File: src/rtl/piece_fall_ctrl.sv
// Falling-piece sequencer: holds the committed reference position/rotation of the
// live tetromino and turns gravity ticks and player moves into collision queries.
module piece_fall_ctrl #(
    parameter int unsigned SIZE    = 16,
    parameter int unsigned SPAWN_X = 144,
    parameter int unsigned SPAWN_Y = 0
) (
    input  logic       clk,
    input  logic       rst_n,
    input  logic       spawn,
    input  logic [2:0] piece_type_in,
    input  logic       mv_left,
    input  logic       mv_right,
    input  logic       rot,
    input  logic       grav_tick,
    output logic       chk_req,
    output logic [9:0] chk_x,
    output logic [9:0] chk_y,
    output logic [1:0] chk_rot,
    input  logic       chk_ack,
    input  logic       chk_hit,
    output logic [9:0] ref_x,
    output logic [9:0] ref_y,
    output logic [1:0] rot_out,
    output logic [2:0] piece_type,
    output logic       active,
    output logic       lock_pulse,
    output logic       game_over
);

    localparam logic [9:0] Step   = 10'(SIZE);
    localparam logic [9:0] SpawnX = 10'(SPAWN_X);
    localparam logic [9:0] SpawnY = 10'(SPAWN_Y);

    // Pending bit positions
    localparam int unsigned PGrav  = 0;
    localparam int unsigned PRight = 1;
    localparam int unsigned PLeft  = 2;
    localparam int unsigned PRot   = 3;

    typedef enum logic [2:0] {
        StIdle, StSpawnChk, StFall, StMoveChk, StLock, StOver
    } state_e;

    state_e     state_q, state_d;
    logic [3:0] pend_q, pend_d;
    logic [3:0] clr;
    logic       clr_all;
    logic       req_q, req_d;
    logic [9:0] cand_x_q, cand_x_d, cand_y_q, cand_y_d;
    logic [1:0] cand_rot_q, cand_rot_d;
    logic       is_grav_q, is_grav_d;
    logic [9:0] ref_x_q, ref_x_d, ref_y_q, ref_y_d;
    logic [1:0] rot_q, rot_d;
    logic [2:0] ptype_q, ptype_d;
    logic       active_q, active_d;
    logic       over_q, over_d;
    logic       ack;

    // Acks are only meaningful while a query is outstanding
    assign ack = chk_ack & req_q;

    // Next-state, candidate construction and pending-flag bookkeeping
    always_comb begin
        state_d    = state_q;
        req_d      = req_q;
        cand_x_d   = cand_x_q;
        cand_y_d   = cand_y_q;
        cand_rot_d = cand_rot_q;
        is_grav_d  = is_grav_q;
        ref_x_d    = ref_x_q;
        ref_y_d    = ref_y_q;
        rot_d      = rot_q;
        ptype_d    = ptype_q;
        active_d   = active_q;
        over_d     = over_q;
        clr        = 4'b0000;
        clr_all    = 1'b0;

        unique case (state_q)
            StIdle: begin
                if (spawn) begin
                    ptype_d    = piece_type_in;
                    cand_x_d   = SpawnX;
                    cand_y_d   = SpawnY;
                    cand_rot_d = 2'd0;
                    req_d      = 1'b1;
                    clr_all    = 1'b1;
                    state_d    = StSpawnChk;
                end
            end
            StSpawnChk: begin
                if (ack) begin
                    req_d = 1'b0;
                    if (chk_hit) begin
                        over_d  = 1'b1;
                        state_d = StOver;
                    end else begin
                        ref_x_d  = cand_x_q;
                        ref_y_d  = cand_y_q;
                        rot_d    = cand_rot_q;
                        active_d = 1'b1;
                        state_d  = StFall;
                    end
                end
            end
            StFall: begin
                cand_x_d   = ref_x_q;
                cand_y_d   = ref_y_q;
                cand_rot_d = rot_q;
                is_grav_d  = 1'b0;
                if (pend_q[PRot]) begin
                    clr[PRot]  = 1'b1;
                    cand_rot_d = rot_q + 2'd1;
                    req_d      = 1'b1;
                    state_d    = StMoveChk;
                end else if (pend_q[PLeft]) begin
                    clr[PLeft] = 1'b1;
                    // Would underflow: drop the move without asking the checker
                    if (ref_x_q >= Step) begin
                        cand_x_d = ref_x_q - Step;
                        req_d    = 1'b1;
                        state_d  = StMoveChk;
                    end
                end else if (pend_q[PRight]) begin
                    clr[PRight] = 1'b1;
                    cand_x_d    = ref_x_q + Step;
                    req_d       = 1'b1;
                    state_d     = StMoveChk;
                end else if (pend_q[PGrav]) begin
                    clr[PGrav] = 1'b1;
                    cand_y_d   = ref_y_q + Step;
                    is_grav_d  = 1'b1;
                    req_d      = 1'b1;
                    state_d    = StMoveChk;
                end
            end
            StMoveChk: begin
                if (ack) begin
                    req_d = 1'b0;
                    if (!chk_hit) begin
                        ref_x_d = cand_x_q;
                        ref_y_d = cand_y_q;
                        rot_d   = cand_rot_q;
                        state_d = StFall;
                    end else if (is_grav_q) begin
                        state_d = StLock;
                    end else begin
                        state_d = StFall;
                    end
                end
            end
            StLock: begin
                active_d = 1'b0;
                clr_all  = 1'b1;
                state_d  = StIdle;
            end
            StOver: begin
                active_d = 1'b0;
            end
            default: state_d = StIdle;
        endcase

        // Clearing beats a pulse arriving in the same cycle
        if (clr_all) begin
            pend_d = 4'b0000;
        end else if (state_q != StIdle && state_q != StOver) begin
            pend_d = (pend_q & ~clr) | {rot, mv_left, mv_right, grav_tick};
        end else begin
            pend_d = pend_q;
        end
    end

    // State and datapath registers
    always_ff @(posedge clk or negedge rst_n) begin
        if (!rst_n) begin
            state_q    <= StIdle;
            pend_q     <= 4'b0000;
            req_q      <= 1'b0;
            cand_x_q   <= SpawnX;
            cand_y_q   <= SpawnY;
            cand_rot_q <= 2'd0;
            is_grav_q  <= 1'b0;
            ref_x_q    <= SpawnX;
            ref_y_q    <= SpawnY;
            rot_q      <= 2'd0;
            ptype_q    <= 3'd0;
            active_q   <= 1'b0;
            over_q     <= 1'b0;
        end else begin
            state_q    <= state_d;
            pend_q     <= pend_d;
            req_q      <= req_d;
            cand_x_q   <= cand_x_d;
            cand_y_q   <= cand_y_d;
            cand_rot_q <= cand_rot_d;
            is_grav_q  <= is_grav_d;
            ref_x_q    <= ref_x_d;
            ref_y_q    <= ref_y_d;
            rot_q      <= rot_d;
            ptype_q    <= ptype_d;
            active_q   <= active_d;
            over_q     <= over_d;
        end
    end

    assign chk_req    = req_q;
    assign chk_x      = cand_x_q;
    assign chk_y      = cand_y_q;
    assign chk_rot    = cand_rot_q;
    assign ref_x      = ref_x_q;
    assign ref_y      = ref_y_q;
    assign rot_out    = rot_q;
    assign piece_type = ptype_q;
    assign active     = active_q;
    assign lock_pulse = (state_q == StLock);
    assign game_over  = over_q;

endmodule
File: config.mk
export PLATFORM = sky130hd
export DESIGN_NAME = piece_fall_ctrl
export DESIGN_NICKNAME = d
export VERILOG_FILES = /design/src/rtl/piece_fall_ctrl.sv
export SDC_FILE = /design/constraint.sdc
export NUM_CORES = 1
export LEC_CHECK = 0
export ABC_AREA = 1
export CORE_MARGIN = 10
export CORE_UTILIZATION = 50
export DETAILED_ROUTE_END_ITERATION = 12
export PLACE_DENSITY = 0.75
export SLEW_MARGIN = 40
export SYNTH_ARGS = -nofsm -noshare
export SYNTH_HDL_FRONTEND = slang
export SYNTH_SLANG_ARGS = --single-unit
File: constraint.sdc
create_clock -name clk -period 2 [get_ports clk]
set_clock_uncertainty 0.15 [all_clocks]
set_input_delay 0.5 -clock clk [delete_from_list [all_inputs] [get_ports clk]]
set_output_delay 0.5 -clock clk [all_outputs]
set_load 0.03 [all_outputs]
==> flow_summary_export.csv <==
group,metric,value,unit
yosys,synth_top_cell_by_area,"sky130_fd_sc_hd__dfrtp_1",
layout,finalInstanceArea,3790,sq um
grt,groute.usage.overall,17.2,%
critical_path,endpoint_kind,"output port",
critical_path,critical_path_data_arrival_time,1300,ps
yosys,synth_cell_type_count,32,
critical_path,worstPathRequired,1350,ps
critical_path,critical_path_buf_inv_count,1,
pwr,power_density,714,nW/um^2
layout,syn_to_final_growth,35.1,%
critical_path,cp-start-kind,"flop",
yosys,netlist_instances,342,
run_status,run_status,"finished, final reports clean",
floorplanning,design.die.area,9010,sq um
yosys,synth.yosys.warnings,0,
timing,final-max-slew-violation-count,0,
routing,detailroute.via_count,2590,
layout,nFillCells,482,
routing,drt-wirelength-per-cell,14.7,um
clock_network,clockRootBuffer,"sky130_fd_sc_hd__clkbuf_8",
yosys,mappedNetlistNets,358,
timing,fin_crit,1950,ps
floorplanning,number_of_top_level_pins,63,
placed_design,gp_congestion,0.877,
placed_design,io_buffers,62,
layout,multiInputGateArea,1140,sq um
timing,report.final.setup_viol,0,
clock_network,cts.sinks,58,
grt,grt-ovfl-total,0,
grt,antenna_violations_before_repair,0,
routing,vias_per_cell,5.24,
routing,antenna_violating_nets_post_route,0,
pwr,p_leak,1.82,nW
critical_path,timing.critical_path.fanout_max,5,
grt,first_global_vias,2566,
timing,report.final.hold_viol_count,0,
routing,detailedRoute.firstIterationViolations,178,
timing,post-route-period-util,97.3,%
placed_design,placed_cells_incl_taps,476,
critical_path,cp_cell_sequence,"clkdlybuf4s15_1",
yosys,yosysSeqAreaShare,51.9,%
clock_network,clkSlewWorstSetupHoldPaths,60,ps
critical_path,crit_family,"flip-flops",
routing,totalWireLength,7240,um
layout,finalCoreUtilization,69.2,%
floorplanning,initial_core_util,51.3,%
clock_network,maximum_level_of_the_cts_h_tree,3,
yosys,ys_seq_elements,58,
layout,antenna_cells_inserted,0,
yosys,synthTopCellsByCount,"102 x sky130_fd_sc_hd__nand2_1, 54 x sky130_fd_sc_hd__dfrtp_1, 34 x sky130_fd_sc_hd__inv_1, 34 x sky130_fd_sc_hd__o21ai_0, 22 x sky130_fd_sc_hd__nand3_1",
floorplanning,fp.coreArea,5470,sq um
placed_design,place_hpwl,5290,um
clock_network,cts_tree,"done",
yosys,synth_largest_type_area_fraction,48.2,%
critical_path,path_class,"flop to output port",
yosys,netlist_area,2810,sq um
yosys,fraction_of_registers_with_async_set_or_reset_after_synthesis,100,%
grt,grt_max_degree,31,
routing,drc_errors,0,
layout,layout.area.seq,1460,sq um
yosys,postSynth.topFlopCell,"sky130_fd_sc_hd__dfrtp_1",
timing,achievable-frequency,0.514,GHz
clock_network,clkLatencyLatePin,340,ps
grt,wire_length_of_the_first_global_routing_pass,12200,um
yosys,syn-mean-instance-area,8.20,sq um
critical_path,cpMaxStageDelayCell,"sky130_fd_sc_hd__dfstp_2",
floorplanning,placementRows,27,
pwr,vdd_ir_max,0.489,mV
yosys,synth_edf_count,0,
yosys,yosys.cell_count.top_type,"sky130_fd_sc_hd__nand2_1",
timing,worst_slew_slack_as_a_fraction_of_its_limit,65.7,%
run,maxCapViolCount,0,
timing,tns,0,ps
clock_network,tritoncts.num_buffers,9,
yosys,synth.top_cells.by_area,"sky130_fd_sc_hd__dfrtp_1 48%, sky130_fd_sc_hd__nand2_1 14%, sky130_fd_sc_hd__o21ai_0 6.1%, sky130_fd_sc_hd__inv_1 4.5%, sky130_fd_sc_hd__nand3_1 3.9%",
placed_design,detailed_place.area,3560,sq um
layout,final_layout_size_suffix_gt1_share,12.1,%
floorplanning,die_w,94.9,um
layout,finalNetCount,433,
timing,timing_worst_slew_pin_value,509,ps
layout,finish.cell_count_without_fillers,494,
routing,drt-pass1-iter-count,4,
clock_network,cts_buffer_depth,2,
floorplanning,die_height,94.9,um
timing,rsz0062_at_grt,"false",
critical_path,critical-path-max-stage-delay,580,ps
hold_path,hold_path_class,"flop to flop",
## through the flow
stage / hold WS, ps / worst slack, ps / total power [mW]
floorplan: 54.4 / 230 / 1.21
CTS: 309 / 5.01 / 2.72
global placement: 293 / 55.2 / 1.27
finish: 304 / 55.0 / 2.70
global route: 339 / 13.3 / 2.79
detailed placement: 299 / 52.1 / 1.27
## cell usage in the layout (no fill, tap or decap), types with 4 or more instances in the layout
cell / count
sky130_fd_sc_hd__nor2_1: 20
sky130_fd_sc_hd__buf_4: 8
sky130_fd_sc_hd__inv_1: 33
sky130_fd_sc_hd__dfstp_2: 4
sky130_fd_sc_hd__nand2_1: 102
sky130_fd_sc_hd__o21ai_1: 12
sky130_fd_sc_hd__inv_2: 7
sky130_fd_sc_hd__dlygate4sd2_1: 48
sky130_fd_sc_hd__clkdlybuf4s50_1: 10
sky130_fd_sc_hd__o21ai_0: 34
sky130_fd_sc_hd__nand3_1: 22
sky130_fd_sc_hd__dfrtp_1: 53
sky130_fd_sc_hd__ha_1: 4
sky130_fd_sc_hd__bufinv_16: 4
sky130_fd_sc_hd__nor3_1: 4
sky130_fd_sc_hd__a21oi_1: 12
sky130_fd_sc_hd__clkbuf_8: 10
## power breakdown
group / internal (mW) / switching, mW
Sequential: 1.18 / 0.00157
Combinational: 0.0310 / 0.0404
Clock: 0.986 / 0.468
## flip-flops by register name (all words and copies together), names as in the netlist
signal,count
chk_x,10
chk_y,10
ref_x,10
ref_y,10
pend_q,4
piece_type,3
state_q,3
chk_rot,2
rot_out,2
active,1
chk_req,1
game_over,1
is_grav_q,1
## path summary, 6_finish.rpt
check,start,end,slack (ps),depth (start not counted)
worst min-delay path,game_over,game_over,300,1
worst min register to register,game_over,game_over,300,1
worst max-delay path,ref_x[4],ref_x[4],50,1
max in group asynchronous,rst_n,ref_x[7],640,3
min in group asynchronous,rst_n,chk_x[2],490,2
worst max register to register,ref_x[5],chk_x[9],180,9
## repair_timing
| item | 4_1_cts | 5_1_grt |
|---|---|---|
| hold endpoints to repair | 16 | 0 |
| gates cloned | 0 | 0 |
| setup endpoints to repair | 51 | 4 |
| buffers inserted | 0 | 1 |
| hold buffers | 1 | 0 |
| resized for setup | 51 | 4 |
## cell type report
type / instances / share of cell area, %
well taps: 72 / 2.38
inverters: 41 / 4.13
flip-flops and latches: 58 / 38.5
clock inverters: 5 / 3.30
multi-input cells: 234 / 30.2
repair buffers: 73 / 17.8
clock buffers: 11 / 3.73
## layer usage
| layer | routed length, um | vias to the layer above | track usage, % |
|---|---|---|---|
| li1 | - | 1258 | - |
| met1 | 2960 | 1238 | 19.7 |
| met2 | 3560 | 85 | 28.5 |
| met3 | 639 | 9 | 6.19 |
| met4 | 87 | 0 | 7.11 |
| met5 | 0 | - | 0 |
## worst reg2reg max path, delay by kind of cell (launching register included)
kind          cells  cell delay (ps)
simple gates      7              750
flops             1              430
fa+ha+maj         1              210
buf+inv           1              170
## kinds of logic (layout without fill, tap and decap cells)
logic type / after synthesis / in the layout / share of synthesized area, %
adder cells (fa/ha/maj): 4 / 4 / 1.78
flip-flops: 58 / 58 / 51.9
buffers and inverters: 50 / 130 / 7.63
AO/OA/AOI/OAI: 68 / 68 / 12.8
AND/OR/NAND/NOR: 162 / 162 / 25.8
Note: power is estimated with default switching activity, not from simulation.
